### src/rtl/tx_sample_unpacker_pkg.sv
// Shared definitions for the TX sample unpacker.
//   state_e        : FSM encoding (IDLE / FILL / FULL)
//   W_I0..W_Q1     : staging slot for each word of an I/Q set, in FIFO order
//   last_word_idx  : staging slot of the final word of a set for a channel mode
package tx_sample_unpacker_pkg;

  typedef enum logic [1:0] {
    ST_IDLE = 2'd0,
    ST_FILL = 2'd1,
    ST_FULL = 2'd2
  } state_e;

  localparam int unsigned W_I0      = 0;
  localparam int unsigned W_Q0      = 1;
  localparam int unsigned W_I1      = 2;
  localparam int unsigned W_Q1      = 3;
  localparam int unsigned NUM_SLOTS = 4;

  function automatic logic [1:0] last_word_idx(input logic dual);
    return dual ? 2'(W_Q1) : 2'(W_Q0);
  endfunction

endpackage

### src/rtl/tx_sample_unpacker.sv
// Pops 16-bit words from a show-ahead TX FIFO, assembles one I/Q set per
// channel and hands it to the DUC on its input strobe. A strobe that finds
// the set incomplete emits zeros and is recorded as an underrun.
//
// Ports:
//   clock, reset          : system clock, async active-high reset
//   enable                : low flushes to IDLE (status is kept)
//   dual                  : 1 = two channels; latched only while in IDLE
//   strobe                : DUC input strobe, one-cycle pulse
//   fifo_data/fifo_empty  : head-of-FIFO word and empty flag
//   fifo_rdreq            : pop request (combinational)
//   i0/q0/i1/q1_out       : registered sample set, updated the cycle after strobe
//   clear_status          : synchronous clear of underrun/ucount
//   underrun, ucount      : sticky flag and saturating underrun count
//
// state | meaning
// IDLE  | flushed; dual latched, staging/outputs held at zero
// FILL  | popping words into staging until the set is complete
// FULL  | complete set staged, waiting for the DUC strobe
module tx_sample_unpacker
  import tx_sample_unpacker_pkg::*;
#(
  parameter int WIDTH  = 16,
  parameter int UCNT_W = 16
) (
  input  logic              clock,
  input  logic              reset,
  input  logic              enable,
  input  logic              dual,
  input  logic              strobe,
  input  logic [WIDTH-1:0]  fifo_data,
  input  logic              fifo_empty,
  output logic              fifo_rdreq,
  output logic [WIDTH-1:0]  i0_out,
  output logic [WIDTH-1:0]  q0_out,
  output logic [WIDTH-1:0]  i1_out,
  output logic [WIDTH-1:0]  q1_out,
  input  logic              clear_status,
  output logic              underrun,
  output logic [UCNT_W-1:0] ucount
);

  state_e              state_q;
  logic [1:0]          wcnt_q;
  logic [WIDTH-1:0]    stage_q [NUM_SLOTS];
  logic                dual_q;
  logic [WIDTH-1:0]    i0_q, q0_q, i1_q, q1_q;
  logic                underrun_q;
  logic [UCNT_W-1:0]   ucount_q;
  logic [UCNT_W-1:0]   ucount_d;
  logic                pop;
  logic                last_pop;
  logic                underrun_hit;

  // Gated by enable so a word is never popped in the flush cycle and lost.
  assign pop          = enable && (state_q == ST_FILL) && !fifo_empty;
  assign last_pop     = pop && (wcnt_q == last_word_idx(dual_q));
  assign underrun_hit = enable && strobe && (state_q == ST_FILL);
  assign ucount_d     = (&ucount_q) ? ucount_q : ucount_q + UCNT_W'(1);

  always_ff @(posedge clock or posedge reset) begin
    if (reset) begin
      state_q <= ST_IDLE;
      wcnt_q  <= 2'd0;
      dual_q  <= 1'b0;
      i0_q    <= '0;
      q0_q    <= '0;
      i1_q    <= '0;
      q1_q    <= '0;
      for (int k = 0; k < NUM_SLOTS; k++) stage_q[k] <= '0;
    end else if (!enable || state_q == ST_IDLE) begin
      state_q <= enable ? ST_FILL : ST_IDLE;
      wcnt_q  <= 2'd0;
      dual_q  <= dual;
      i0_q    <= '0;
      q0_q    <= '0;
      i1_q    <= '0;
      q1_q    <= '0;
      for (int k = 0; k < NUM_SLOTS; k++) stage_q[k] <= '0;
    end else begin
      unique case (state_q)
        ST_FILL: begin
          // Underrun: emit zeros but keep the partial set so the word
          // alignment of the FIFO stream survives.
          if (strobe) begin
            i0_q <= '0;
            q0_q <= '0;
            i1_q <= '0;
            q1_q <= '0;
          end
          if (pop) begin
            stage_q[wcnt_q] <= fifo_data;
            if (last_pop) begin
              wcnt_q  <= 2'd0;
              state_q <= ST_FULL;
            end else begin
              wcnt_q <= wcnt_q + 2'd1;
            end
          end
        end
        ST_FULL: begin
          if (strobe) begin
            i0_q    <= stage_q[W_I0];
            q0_q    <= stage_q[W_Q0];
            i1_q    <= dual_q ? stage_q[W_I1] : '0;
            q1_q    <= dual_q ? stage_q[W_Q1] : '0;
            state_q <= ST_FILL;
          end
        end
        default: state_q <= ST_IDLE;
      endcase
    end
  end

  // Status survives IDLE; a clear wins over an underrun in the same cycle.
  always_ff @(posedge clock or posedge reset) begin
    if (reset) begin
      underrun_q <= 1'b0;
      ucount_q   <= '0;
    end else if (clear_status) begin
      underrun_q <= 1'b0;
      ucount_q   <= '0;
    end else if (underrun_hit) begin
      underrun_q <= 1'b1;
      ucount_q   <= ucount_d;
    end
  end

  assign fifo_rdreq = pop;
  assign i0_out     = i0_q;
  assign q0_out     = q0_q;
  assign i1_out     = i1_q;
  assign q1_out     = q1_q;
  assign underrun   = underrun_q;
  assign ucount     = ucount_q;

endmodule

### config.mk
export PLATFORM = sky130hd
export DESIGN_NAME = tx_sample_unpacker
export DESIGN_NICKNAME = d
export VERILOG_FILES = /design/src/rtl/tx_sample_unpacker_pkg.sv /design/src/rtl/tx_sample_unpacker.sv
export SDC_FILE = /design/constraint.sdc
export NUM_CORES = 1
export LEC_CHECK = 0
export CAP_MARGIN = 20
export CORE_ASPECT_RATIO = 0.8
export CORE_MARGIN = 10
export CORE_UTILIZATION = 30
export CTS_BUF_LIST = sky130_fd_sc_hd__clkbuf_8
export CTS_CLUSTER_DIAMETER = 100
export DETAILED_ROUTE_END_ITERATION = 16
export SYNTH_ARGS = -nofsm -noshare
export SYNTH_HDL_FRONTEND = slang
export SYNTH_SLANG_ARGS = --single-unit
export TNS_END_PERCENT = 30
### constraint.sdc
create_clock -name clock -period 10.3 [get_ports clock]
set_clock_uncertainty 0.1 [all_clocks]
set_input_delay 1.03 -clock clock [delete_from_list [all_inputs] [get_ports clock]]
set_output_delay 1.03 -clock clock [all_outputs]
set_load 0.01 [all_outputs]
==> results_dict.tcl, run 1 <==
set metrics [dict create \
    start_util_pct 30.4 \
    synth_top_area_share_pct 57.4 \
    max_slew_margin_pct 41.7 \
    drc_errors 0 \
    netlist.top_cell.by_area "dfrtp_1" \
    gp_congestion 0.747 \
    rr_startpoint "state_q[1]" \
    power_switching_uw 287 \
    rrSetupSlack_ns 8.11 \
    path_clk_slew_ns 0.08 \
    drive_above_1_share_pct 6.04 \
    hold_depth 2 \
    ys_async_sr_fraction_pct 100 \
    netlist_area_sq_um 6540 \
    finalCritPeriodShare_pct 38.2 \
    worstReg2RegEnd "stage_q[4]" \
    cts_root_buf "clkbuf_8" \
    avgSynthCellArea_sq_um 9.93 \
    drv_cap 0 \
    pwr-share-seq_pct 53.3 \
    criticalPathCategory "in2out" \
    synth_flop_cell "dfrtp_1" \
    grt_max_degree 92 \
    gr-total-overflow 0 \
    ant_nets 0 \
    clock.fmax_mhz 254 \
    r2r_cells 4 \
    grt_usage_pct 12.1 \
    dieArea_sq_um 28200 \
    synthTopCellsByCount "nand2_1, dfrtp_1, inv_1" \
    worstHoldStart "stage_q[49]" \
    power.internal_uw 854 \
    grt_pass1_wl_microns 26800 \
    p_per_area_nw_per_um2 139 \
    hpwl_microns 11400 \
    die_width_microns 185 \
    cellLeakagePower_nw 3.70 \
    yosysWarnings 0 \
    ctsHoldBuffers 0 \
    cts.sinks 150 \
    p_comb_share_pct 5.6 \
    p_sw_share_pct 25.2 \
    diodes 0 \
    cts_made_buffers 17 \
    antenna_found_initial 0 \
    synth_nets 687 \
    drt_iter0_drc 371 \
    via_per_inst 4.46 \
    synthDistinctLibCells 39 \
    cts_setup_buffers 0 \
    hold_path_end "stage_q[49]" \
    ir_drop_mv 0.0691 \
    totalWireLength_microns 16700 \
    finalMaxSlewViolations 0 \
    yosysSeqAreaShare_pct 57.4 \
    worst_pin_slew_ns 0.872 \
    rsz0062_at_grt "no" \
    final_nets 778 \
    die_y_microns 152 \
    end_kind "output pin" \
    cts_tree "yes" \
    worst_setup_path_start_kind "input pin" \
    synth_area_leaders "dfrtp_1, mux2i_1, nand2_1" \
    crit_path_start "enable" \
    power_mw 1.14 \
    wl_per_cell_microns 16.1 \
    critPathArrivalTime_ns 2.81 \
    yosysMostFrequentCell "nand2_1" \
    row_count 48 \
    dr.pass1.iters 4 \
    h-tree-depth 4 \
    required_ns 9.17 \
    outcome "complete, no violations" \
    crit_path_max_fanout 11 \
    synth_cells 659 \
    finalHoldViolations 0 \
    num_vias 4625 \
    clk_path_buf_depth 2 \
    fillCellCount 2175 \
    placed_area_sq_um 7790 \
    layout_min_cycle_time_ns 3.94 \
    port_buffers 104 \
    fin_setup_tns_ns 0 \
    clkPwrFrac_pct 41.1 \
    synth_edf_count 0 \
    area_growth_pct 25.7 \
    ioPinCount 105 \
    clk_latency_ns 0.44 \
    whs_ns 0.383 \
    grt_pass1_vias 4672 \
    finish.instance_area_sq_um 8230 \
    core_region_area_sq_um 21500 \
    cts_resized 0 \
    finalSetupViolCount 0 \
    min_path_type "reg2reg" \
    ys_seq_elements 150 \
]
## how the worst max path moves through the flow
stage | end | slack (ns) | cells past startpoint
after floorplan | dual_q | 5.13 | 1
after global placement | fifo_rdreq | 6.47 | 3
after detailed placement | fifo_rdreq | 6.39 | 3
after CTS | fifo_rdreq | 6.37 | 3
after global routing | fifo_rdreq | 6.22 | 3
final | fifo_rdreq | 6.36 | 3
## final cells by class
cell class | instances | area (sq um) | area share (%)
sequential | 150 | 3750 | 45.6
multi-input combinational | 396 | 2310 | 28.1
timing repair buffer | 113 | 1140 | 13.8
tap | 275 | 344 | 4.18
inverter | 72 | 275 | 3.35
clock buffer | 19 | 262 | 3.18
clock inverter | 12 | 143 | 1.73
## placed cells by master, fill, tap and decap left out, types with 2 or more instances in the layout
| cell type | count |
|---|---|
| and2_1 | 3 |
| nand4_1 | 5 |
| dfrtp_1 | 150 |
| nand2b_1 | 2 |
| buf_4 | 7 |
| inv_6 | 5 |
| inv_1 | 72 |
| a21oi_1 | 34 |
| bufinv_16 | 2 |
| o31ai_1 | 11 |
| nor2b_1 | 2 |
| clkinvlp_4 | 2 |
| nand3_1 | 7 |
| o21a_1 | 2 |
| or3_1 | 3 |
| or4_1 | 11 |
| ha_1 | 5 |
| a21o_1 | 2 |
| clkbuf_8 | 19 |
| o21ai_1 | 11 |
| and3_1 | 3 |
| nor2_1 | 4 |
| nand2_1 | 168 |
| mux2i_1 | 65 |
| o21ai_0 | 41 |
| clkinv_4 | 2 |
| clkdlybuf4s50_1 | 104 |
| a21oi_2 | 3 |
## power by group through the flow
stage | Clock [mW] | Combinational, mW | Sequential, mW
5_1_grt | 0.508 | 0.0723 | 0.609
3_5_place_dp | 0 | 0.0661 | 0.619
3_3_place_gp | 0 | 0.0647 | 0.619
4_1_cts | 0.484 | 0.0663 | 0.607
2_1_floorplan | 0 | 0.0398 | 0.617
6_report | 0.469 | 0.0642 | 0.607
## state kept, by name (all words and copies together) (netlist names)
register and count:
state_q 2, wcnt_q 2, dual_q 1, i1_out 16
stage_q 64, underrun 1, q0_out 16, ucount 16
q1_out 16, i0_out 16
## worst max-delay path, cell delays in order
cell and delay [ns]:
clkdlybuf4s50_1 0.76, nor4bb_1 0.39, clkdlybuf4s50_1 0.62
## logic make-up after synthesis
kind of cell	Yosys count	share of synthesized area (%)
xor+xnor	1	0.134
simple gates	217	15.0
flops	150	57.4
buf+inv	113	7.53
mux	66	10.1
compound gates	106	8.78
fa+ha+maj	6	1.11
## routing by layer
layer  part of all wire [%]  track usage, %  vias up
met1                     49            16.9     2196
met4                   0.62            2.78        0
li1                       -               -     2329
met2                     44            17.5       91
met3                    6.3            4.34        9
met5                      0               0        -
## through the flow
step                      setup slack, ns  util, %  cells
after CTS                            6.37     38.1   1036
final                                6.36     38.3   1037
after floorplan                      5.13        -    659
after global routing                 6.22     38.3   1037
after detailed placement             6.39     36.2   1005
after global placement               6.47     36.2   1004
Note: power is estimated with default switching activity, not from simulation.
==> run 2: changes to the inputs <==
==> constraint.sdc (replaced) <==
create_clock -name clock -period 4.05 [get_ports clock]
set_clock_uncertainty 0.1 [all_clocks]
set_input_delay 0.405 -clock clock [delete_from_list [all_inputs] [get_ports clock]]
set_output_delay 0.405 -clock clock [all_outputs]
set_load 0.01 [all_outputs]
==> run 2 against run 1 <==
Compared with the run above: first-iteration DRC count unchanged; setup slack got worse by 5.1 ns; sequential cell count unchanged; critical endpoint unchanged; highest routed layer unchanged.
==> results_dict.tcl, run 2 (same netlist as run 1, synthesis figures left out) <==
set metrics [dict create \
    rr_startpoint "state_q[0]" \
    max_slew_margin_pct 39.4 \
    drive_above_1_share_pct 6.03 \
    outcome "complete, no violations" \
    drv_cap 0 \
    cts.sinks 150 \
    final_cell_mix "nand2_1, dfrtp_1, clkdlybuf4s50_1" \
    antenna_found_initial 0 \
    finalMaxSlewViolations 0 \
    dieArea_sq_um 28200 \
    via_per_inst 4.54 \
    drc_errors 0 \
    grt_pass1_wl_microns 26900 \
    cts_root_buf "clkbuf_8" \
    dr.pass1.iters 4 \
    min_path_type "in2async" \
    totalWireLength_microns 16700 \
    clk_path_buf_depth 2 \
    diodes 0 \
    finish.instance_area_sq_um 8230 \
    die_y_microns 152 \
    hpwl_microns 11400 \
    fin_setup_tns_ns 0 \
    wl_per_cell_microns 16.1 \
    path_clk_slew_ns 0.09 \
    cts_setup_buffers 0 \
    criticalPathCategory "in2out" \
    final_nets 778 \
    cellLeakagePower_nw 3.69 \
    largest_reg_flops 64 \
    die_width_microns 185 \
    start_util_pct 30.4 \
    layout_min_cycle_time_ns 2.81 \
    grt_max_degree 90 \
    ant_nets 0 \
    port_buffers 104 \
    worst_pin_slew_ns 0.904 \
    dpl_worst_slack_ns 1.26 \
    crit_path_start "enable" \
    gr-total-overflow 0 \
    gp_congestion 0.763 \
    num_vias 4717 \
    finalCritPeriodShare_pct 69.4 \
    clock.fmax_mhz 356 \
    final_common_cell "nand2_1" \
    p_per_area_nw_per_um2 352 \
    cts_made_buffers 17 \
    crit_path_max_fanout 11 \
    finalHoldViolations 0 \
    rsz0062_at_grt "no" \
    power_mw 2.89 \
    regMostFlops "stage_q" \
    required_ns 3.54 \
    h-tree-depth 4 \
    finalSetupViolCount 0 \
    core_region_area_sq_um 21500 \
    row_count 48 \
    area_growth_pct 25.8 \
    cts_tree "yes" \
    worst_slack_ns 1.24 \
    clk_latency_ns 0.45 \
    placed_area_sq_um 7830 \
    ioPinCount 105 \
    grt_pass1_vias 4695 \
    cts_resized 0 \
    ctsHoldBuffers 0 \
    fillCellCount 2190 \
    ir_drop_mv 0.153 \
    end_kind "output pin" \
    drt_iter0_drc 371 \
    critPathArrivalTime_ns 2.30 \
    grt_usage_pct 12.1 \
    worst_setup_path_start_kind "input pin" \
]
-- run 2: layout make-up --
class | count | area (sq um) | share of cell area (%)
Clock buffer | 18 | 248 | 3.01
Clock inverter | 14 | 150 | 1.82
Inverter | 72 | 274 | 3.33
Multi-Input combinational cell | 396 | 2310 | 28.1
Sequential cell | 150 | 3750 | 45.6
Tap cell | 275 | 344 | 4.18
Timing Repair Buffer | 113 | 1150 | 13.9
-- run 2: layer usage --
layer / vias up / GRT usage (%) / share of wire, %
li1: 2336 / - / -
met1: 2281 / 16.6 / 49
met2: 88 / 17.9 / 44
met3: 12 / 4.15 / 5.9
met4: 0 / 2.90 / 0.90
met5: - / 0 / 0
-- run 2: worst paths after layout --
| path | to | cells past startpoint | slack (ns) |
|---|---|---|---|
| worst min register to register | stage_q[49] | 2 | 0.39 |
| max in group asynchronous | q1_out[13] | 3 | 3.03 |
| worst max-delay path | fifo_rdreq | 3 | 1.24 |
| worst min-delay path | q0_out[5] | 2 | 0.1 |
| worst max register to register | q0_out[6] | 4 | 1.84 |
| min in group clock | stage_q[49] | 2 | 0.39 |
-- run 2: critical path: stages --
cell,delay [ns]
clkdlybuf4s50_1,0.76
nor4bb_1,0.50
clkdlybuf4s50_1,0.64
-- run 2: where the power goes --
part | internal (mW) | switching, mW
clock network | 0.570 | 0.615
registers | 1.53 | 0.0191
logic | 0.0586 | 0.107
-- run 2: through the flow --
step	hold WS (ns)	cells	util, %
4_1_cts	0.0709	1038	38.3
6_report	0.0950	1038	38.3
5_1_grt	0.0676	1038	38.3
3_5_place_dp	0.370	1006	36.4
3_3_place_gp	0.362	1006	36.4
2_1_floorplan	0.350	659	-
